[src/rtl/sample_pacer.sv]
// sample_pacer: small sample FIFO that releases samples as one-cycle strobes
//    spaced at least MIN_GAP clk cycles apart, for feeding a biquad.
// Latency: a sample written into an empty, idle pacer strobes out 2 edges later.
// Backpressure: inReady drops while the FIFO holds DEPTH samples; a pop in the
//    same cycle does not reopen it until the registered level drops.
//
// Ports:
//    clk, rst      rising-edge clock, synchronous active-high reset
//    inValid/inReady/dataIn   sample input handshake (two's complement data)
//    outStrobe     one-cycle pulse when dataOut carries a new sample
//    dataOut       registered paced sample, held between strobes
//    level         registered FIFO occupancy
//    overflow      (only with SAMPLE_PACER_OVERFLOW_EN) sticky flag set the
//                  cycle after a write is offered while full; cleared by rst
//
// Optional feature macro: SAMPLE_PACER_OVERFLOW_EN
// Register start-up state is established by asserting rst.

module sample_pacer #(
   parameter int WIDTH_D = 18,
   parameter int DEPTH   = 8,
   parameter int MIN_GAP = 6
) (
   input  logic                      clk,
   input  logic                      rst,
   input  logic                      inValid,
   output logic                      inReady,
   input  logic signed [WIDTH_D-1:0] dataIn,
   output logic                      outStrobe,
   output logic signed [WIDTH_D-1:0] dataOut,
   output logic [$clog2(DEPTH):0]    level
`ifdef SAMPLE_PACER_OVERFLOW_EN
   ,
   output logic                      overflow
`endif
);

   localparam int              AW       = $clog2(DEPTH);
   localparam logic [AW-1:0]   PTR_ONE  = AW'(1);
   localparam logic [AW:0]     LVL_ONE  = (AW+1)'(1);
   localparam logic [AW:0]     LVL_ZERO = '0;
   localparam logic [AW:0]     LVL_FULL = (AW+1)'(DEPTH);
   localparam logic [7:0]      GAP_LOAD = 8'(MIN_GAP - 1);

   typedef enum logic {
      ST_READY = 1'b0,
      ST_GAP   = 1'b1
   } state_t;

   logic signed [WIDTH_D-1:0] mem_q [DEPTH];
   logic signed [WIDTH_D-1:0] mem_d [DEPTH];

   logic [AW-1:0]             wr_ptr_q, wr_ptr_d;
   logic [AW-1:0]             rd_ptr_q, rd_ptr_d;
   logic [AW:0]               level_q, level_d;
   state_t                    state_q, state_d;
   logic [7:0]                cnt_q, cnt_d;
   logic                      strobe_q, strobe_d;
   logic signed [WIDTH_D-1:0] data_out_q, data_out_d;
`ifdef SAMPLE_PACER_OVERFLOW_EN
   logic                      overflow_q, overflow_d;
`endif

   logic                      wr_en;
   logic                      pop_en;

   // Ready looks only at the registered level, so a full FIFO stays closed for
   // the cycle in which it pops.
   assign inReady   = (level_q != LVL_FULL);
   assign outStrobe = strobe_q;
   assign dataOut   = data_out_q;
   assign level     = level_q;
`ifdef SAMPLE_PACER_OVERFLOW_EN
   assign overflow  = overflow_q;
`endif

   always_comb begin
      mem_d      = mem_q;
      wr_ptr_d   = wr_ptr_q;
      rd_ptr_d   = rd_ptr_q;
      level_d    = level_q;
      state_d    = state_q;
      cnt_d      = cnt_q;
      data_out_d = data_out_q;
      strobe_d   = 1'b0;
`ifdef SAMPLE_PACER_OVERFLOW_EN
      overflow_d = overflow_q | (inValid & ~inReady);
`endif

      wr_en  = inValid && inReady;
      // Empty check uses the registered level: a sample written this edge can
      // only be popped on the following edge.
      pop_en = (state_q == ST_READY) && (level_q != LVL_ZERO);

      if (wr_en) begin
         mem_d[wr_ptr_q] = dataIn;
         wr_ptr_d        = wr_ptr_q + PTR_ONE;
      end

      if (pop_en) begin
         data_out_d = mem_q[rd_ptr_q];
         strobe_d   = 1'b1;
         rd_ptr_d   = rd_ptr_q + PTR_ONE;
         cnt_d      = GAP_LOAD;
         // With MIN_GAP == 1 there is nothing to wait for, so pop every cycle.
         state_d    = (MIN_GAP > 1) ? ST_GAP : ST_READY;
      end else if (state_q == ST_GAP) begin
         cnt_d = cnt_q - 8'd1;
         // Leaving on the 1 -> 0 step makes the next pop land exactly MIN_GAP
         // edges after the previous one.
         if (cnt_q <= 8'd1) begin
            state_d = ST_READY;
         end
      end

      unique case ({wr_en, pop_en})
         2'b10:   level_d = level_q + LVL_ONE;
         2'b01:   level_d = level_q - LVL_ONE;
         default: level_d = level_q;
      endcase
   end

   always_ff @(posedge clk) begin
      if (rst) begin
         wr_ptr_q   <= '0;
         rd_ptr_q   <= '0;
         level_q    <= '0;
         state_q    <= ST_READY;
         cnt_q      <= '0;
         strobe_q   <= 1'b0;
         data_out_q <= '0;
`ifdef SAMPLE_PACER_OVERFLOW_EN
         overflow_q <= 1'b0;
`endif
      end else begin
         wr_ptr_q   <= wr_ptr_d;
         rd_ptr_q   <= rd_ptr_d;
         level_q    <= level_d;
         state_q    <= state_d;
         cnt_q      <= cnt_d;
         strobe_q   <= strobe_d;
         data_out_q <= data_out_d;
`ifdef SAMPLE_PACER_OVERFLOW_EN
         overflow_q <= overflow_d;
`endif
      end
   end

   // Storage needs no reset: pointers and level define which entries are live.
   always_ff @(posedge clk) begin
      mem_q <= mem_d;
   end

endmodule

[config.mk]
export PLATFORM = sky130hd
export DESIGN_NAME = sample_pacer
export DESIGN_NICKNAME = d
export VERILOG_FILES = /design/src/rtl/sample_pacer.sv
export SDC_FILE = /design/constraint.sdc
export NUM_CORES = 1
export LEC_CHECK = 0
export CORE_UTILIZATION = 58
export DETAILED_ROUTE_END_ITERATION = 12
export PLACE_DENSITY = 0.86
export SETUP_SLACK_MARGIN = 0.4
export SLEW_MARGIN = 15
export SYNTH_ARGS = -nofsm -noshare
export SYNTH_HDL_FRONTEND = slang
export SYNTH_SLANG_ARGS = --single-unit
export TNS_END_PERCENT = 1
[constraint.sdc]
create_clock -name clk -period 4.19 [get_ports clk]
set_clock_uncertainty 0.2 [all_clocks]
set_input_delay 0.419 -clock clk [delete_from_list [all_inputs] [get_ports clk]]
set_output_delay 0.419 -clock clk [all_outputs]
set_load 0.01 [all_outputs]
After elaboration in Yosys (flattened, before gate mapping)
Cells that the tools add are included.
{ "op_classes": {"n_reduce_logical": 7, "addsub": 5, "n_eq_ne": 3, "n_bitwise": 3, "mux": 13, "magnitude_cmp": 4} }
{ "ops": {"columns": ["operator", "count"], "rows": [
  ["bitwise mux 144 bit", 1],
  ["binary-select mux 18 bit (select 3 bit)", 1],
  ["demux 18 bit (select 3 bit)", 1],
  ["two-way mux 18 bit", 3],
  [">= comparator 4 bit, second input constant", 2],
  ["<= comparator 8 x 1 -> 1 bit, second input constant", 1],
  ["NOT 3 -> 4 bit", 2],
  ["one-hot mux 4 bit (2 select lines)", 1],
  ["subtractor 8 x 1 -> 8 bit, second input constant", 1],
  ["adder 3 x 1 -> 3 bit, second input constant", 2],
  ["two-way mux 3 bit", 2],
  ["adder 4 x 1 -> 4 bit, second input constant", 1],
  ["less-than comparator 4 x 1 -> 1 bit, second input constant", 1],
  ["two-way mux 1 bit", 4],
  ["inequality test 4 bit, second input constant", 1],
  ["nonzero test 2 bit", 2],
  ["nonzero test 4 bit", 1],
  ["subtractor 4 x 1 -> 4 bit, second input constant", 1],
  ["logical AND 1 bit", 3],
  ["== test 2 x 1 -> 1 bit, second input constant", 1],
  ["== test 2 bit, second input constant", 1],
  ["OR reduction 2 bit", 1],
  ["NOT 1 bit", 1]
]} }
{ "word_totals": {"ff_bits": 182, "wordCells": 51, "inputBits": 21, "output_inout_bits": 24} }

Longest topological paths before layout
{ "depth": {"depth_word": 6, "ltp_mapped": 12, "mapped_depth_nobuf": 10} }

Worst setup path after synthesis
No wires, ideal clock.
{ "synth_path": {"kind": "register to register", "start": "reg level_q[1], in the netlist level[1]", "end": "reg mem_q[126] (netlist name) (enable)", "slack_ns": 0.782, "path_stages_with_launch": 5, "arrival_ns": 2.769, "setup_ns": 0.439, "period_less_slack_ns": 3.408, "n_path_buf": 1, "required_time_ns": 3.551, "cell_sequence": "dfxtp_1 > or4b_1 > clkbuf_1 > nand2_2 > nor4_1"} }
{ "synth_via": {"elab_chain_len": 2} }
{ "synth_lines": {"columns": ["element", "line_no", "rtl"], "rows": [
  ["start, declared", "55", "logic [AW:0] level_q, level_d;"],
  ["start signal, assigned", "138", "level_q <= level_d;"],
  ["inequality test 4 bit", "69", "assign inReady = (level_q != LVL_FULL);"],
  ["named net inReady", "27", "output logic inReady,"],
  ["logical AND 1 bit", "90", "wr_en = inValid && inReady;"],
  ["end signal, assigned", "151", "mem_q <= mem_d;"],
  ["end, declared", "50", "logic signed [WIDTH_D-1:0] mem_q [DEPTH];"]
]} }
The timed path passes the listed nets, and every way through them passes these cells.
A chain may end at the register's enable or synchronous reset.

Worst setup path after layout
{ "layout_path": {"start": "reg level_q[0], in the netlist level[0]", "end": "reg level_q[3], in the netlist level[3]"} }
{ "layout_via": {"elab_chain_len": 4, "word_cells_on_any_way": 10, "cone_classes": "add/sub: 2; eq/ne: 3; mux: 1; reduce/logical: 4"} }
{ "layout_lines": {"columns": ["element", "line_no", "rtl"], "rows": [
  ["inequality test 4 bit / nonzero test 4 bit (equally long branches)", "69, 93", null],
  ["logical AND 1 bit (on tied branches)", "90, 93", null],
  ["== test 2 x 1 -> 1 bit / == test 2 bit (equally long branches)", "116", "unique case ({wr_en, pop_en})"],
  ["one-hot mux 4 bit (2 select lines) / nonzero test 2 bit (equally long branches)", null, null]
]} }
Several ways; a longest one is shown, not always the timed one.

==> key figures <==
Run status
  – Status: finished with violations
  – Failing checks: DRC

GRT
  – Met2 usage: 0.405
  – Initial antenna violation count: 0
  – Met3 usage: 0.0523
  – Global route hottest layer: met2
  – GR Util met1: 0.293
  – First-pass GRT wire length: 21.6 mm
  – Vias in the first global route: 3945
  – Gr usage total: 0.242
  – Largest net degree at the start of global routing: 40
  – GRT overflow: 0

Setup path
  – Slowest-stage cell, CP: or4_1
  – Slowest stage delay, CP: just under 0.7 ns
  – CP Launch Type: register
  – Cell depth of the worst setup path: 7
  – Kind of critical path: register to register
  – Data required time of the critical path: roughly 4.3 ns
  – Critical path origin: level[0]
  – Crit path DAT: 3.24 ns
  – CP endpoint kind: register
  – CP Cell Sequence: or4_1, nand2_4, inv_4, ha_1, or3_1, o32ai_1, mux2_2
  – CP Capture Point: level[3]
  – Critical path's top delay family: simple AND/OR/NAND/NOR gates
  – Worst r2r dst: level[3]
  – Worst Path Buf+Inv: 1
  – Critical path peak fanout: 28
  – R2R Path Start: level[0]
  – R2r setup slk: between 1 and 1.5 ns
  – Reg2Reg Depth: 7

Synth
  – Synthesized net count: roughly 410
  – Post-synth EDFFs: 144
  – Post-Synthesis Cells: 385
  – Distinct cells, synth: approximately 40
  – Yosys reg bits: between 150 and 200
  – Cell Area, Synth: 7000 sq um
  – Share of async-settable or async-resettable flops after synthesis: 0
  – Post-synth top flop: edfxtp_1
  – Average size of a mapped cell: ~18 sq um
  – Ys Warns: 0
  – Sequential-to-total area share from yosys stat: 0.726

Clocking
  – CTS clock-pin slew for the worst setup and hold paths: about 0.060 ns
  – Post-CTS Setup Bufs: 0
  – Clock sinks: ~180
  – Worst skew pair latency: between 0.4 and 0.5 ns
  – CTS Buf Count: 17
  – H-tree Lvls: 4
  – CTS tree: yes
  – Clock root buffer: clkbuf_16
  – CTS max path bufs: 2
  – Hold-fix buffers, CTS: 0
  – PostCTS Resize Cnt: 0

STA
  – FMAX: between 300 and 400 MHz
  – Setup TNS: 0 ns
  – Fin. max-slew vios: 0
  – Minimum clock period: between 3 and 4 ns
  – Final Hold Vio Count: 0
  – Period utilisation layout: 0.746
  – Worst-Margin Slew: 0.979 ns
  – Final Worst Setup Slack: between 1 and 1.5 ns
  – RSZ-0062 raised after global routing: false
  – Rel. slew slack: 0.347
  – Number of setup violations in the final report: 0

Routing
  – Vias per cell: ~6.2
  – Drt pass-1 iters: 10
  – Vias: 3705
  – WL final: about 14 mm
  – Remaining DRCs: 4
  – Initial DRC Count: ~270
  – Antenna-violating nets left: 0
  – Post-DR wirelength/cell: about 23 um

Placed design
  – Routability cong.: 0.755
  – DP Wirelength: around 7.6 mm
  – Pre-CTS setup slack: between 1 and 1.5 ns
  – Port bufs: 44

Floorplanning
  – Initial core utilization: 0.603
  – I/O Pins: between 40 and 50
  – Core area: 11600 sq um
  – Full die area: ~13000 sq um
  – Die Y: between 100 and 150 um
  – Die Span X: approximately 110 um
  – Row cnt: 39

Cells and area
  – Area Growth Syn to Fin: 17.5%
  – Nets@finish: 469
  – Area occupied by multi-input gates: approximately 1800 sq um
  – Fill count: between 700 and 800
  – ANT cells: 0
  – Most frequent cells in the layout: edfxtp_1 (144), clkdlybuf4s50_1 (43), dfxtp_1 (37), mux4_2 (36), nor2_1 (32)
  – Register area: 5090 sq um
  – Share of cells above drive strength 1: 0.233
  – Commonest non-fill, non-tap cell in the layout: edfxtp_1

Flow run
  – Max-Cap Viols: 0

Power and ir drop
  – Leakage power: between 2 and 3 nW
  – Power per Cell Area: ~690 nW/um^2
  – Peak VDD IR: 0.000504 V

Worst hold path
  – HP Class: register to register
  – Hold wc startpoint: dataOut[0]
==> Yosys cell counts (2+ instances only) <==
cell type / count / area share
ha_1: 7 / 0.013
clkbuf_1: 6 / 0.0032
nand3_1: 4 / 0.0029
edfxtp_1: 144 / 0.62
nor3_1: 16 / 0.011
inv_1: 4 / 0.0021
o21ai_0: 2 / 0.0014
buf_2: 2 / 0.0014
dfxtp_1: 38 / 0.11
nand2b_1: 2 / 0.0018
xnor2_1: 6 / 0.0075
nand2_1: 6 / 0.0032
buf_1: 2 / 0.0011
buf_4: 3 / 0.0032
o22ai_1: 18 / 0.016
nor2_1: 32 / 0.017
a21oi_1: 8 / 0.0057
nand3_4: 2 / 0.0050
or3_1: 3 / 0.0027
nor3_2: 13 / 0.019
mux4_2: 36 / 0.12
xor2_1: 8 / 0.010
buf_6: 3 / 0.0048
nor2b_1: 3 / 0.0027
==> worst min path at each step <==
stage	to	slack [ns]	cells after the start
global placement	dataOut[0]	0.28	2
floorplan	wr_ptr_q[1]	0.30	2
detailed placement	dataOut[1]	0.29	2
finish	dataOut[0]	0.30	2
CTS	dataOut[0]	0.30	2
global route	dataOut[0]	0.32	2
==> area by class of cell <==
cell class                      count  area share
Clock buffer                       17      0.0517
Clock inverter                     15      0.0240
Inverter                            5     0.00259
Multi-Input combinational cell    180       0.219
Sequential cell                   182       0.618
Tap cell                          143      0.0217
Timing Repair Buffer               55      0.0630
==> per-stage QoR <==
stage	hold WS (ns)	std cells	area, sq um	util	total power, mW
after floorplan	0.298	385	7000	-	3.52
after global placement	0.283	565	7600	0.655	3.91
after detailed placement	0.285	565	7600	0.655	4.01
after CTS	0.304	597	8230	0.708	5.70
after global routing	0.322	597	8230	0.708	5.92
final	0.300	597	8230	0.708	5.67
==> flip-flops by register name, summed over array words and instances (netlist names) <==
signal     cells
wr_ptr_q       3
mem_q        144
outStrobe      1
dataOut       18
cnt_q          8
level          4
state_q        1
rd_ptr_q       3
==> metal layers <==
layer	vias to the layer above	wire length, um	part of all wire
met5	-	0	0
met4	0	288	0.021
met3	22	823	0.060
met2	141	7300	0.53
met1	1912	5260	0.38
li1	1630	-	-
==> worst min-delay path, stage by stage (launching register included) <==
cell and delay [ns]:
dfxtp_1 0.31, nor2_1 0.10, nor3_1 0.05
==> kinds of logic after synthesis <==
group | Yosys count | share of synthesized area
adders and majority gates | 7 | 0.0125
AOI/OAI and AO/OA | 32 | 0.0286
DFF | 182 | 0.726
xor gates and xnor gates | 14 | 0.0175
and+or+nand+nor | 89 | 0.0758
buffers and inverters | 23 | 0.0204
muxes | 38 | 0.119
==> report_power, final <==
group | switching (mW) | internal, mW
logic | 0.863 | 0.750
clock network | 0.672 | 1.00
registers | 0.211 | 2.17
total | 1.75 | 3.92
Power figures use the tool's default switching activity.
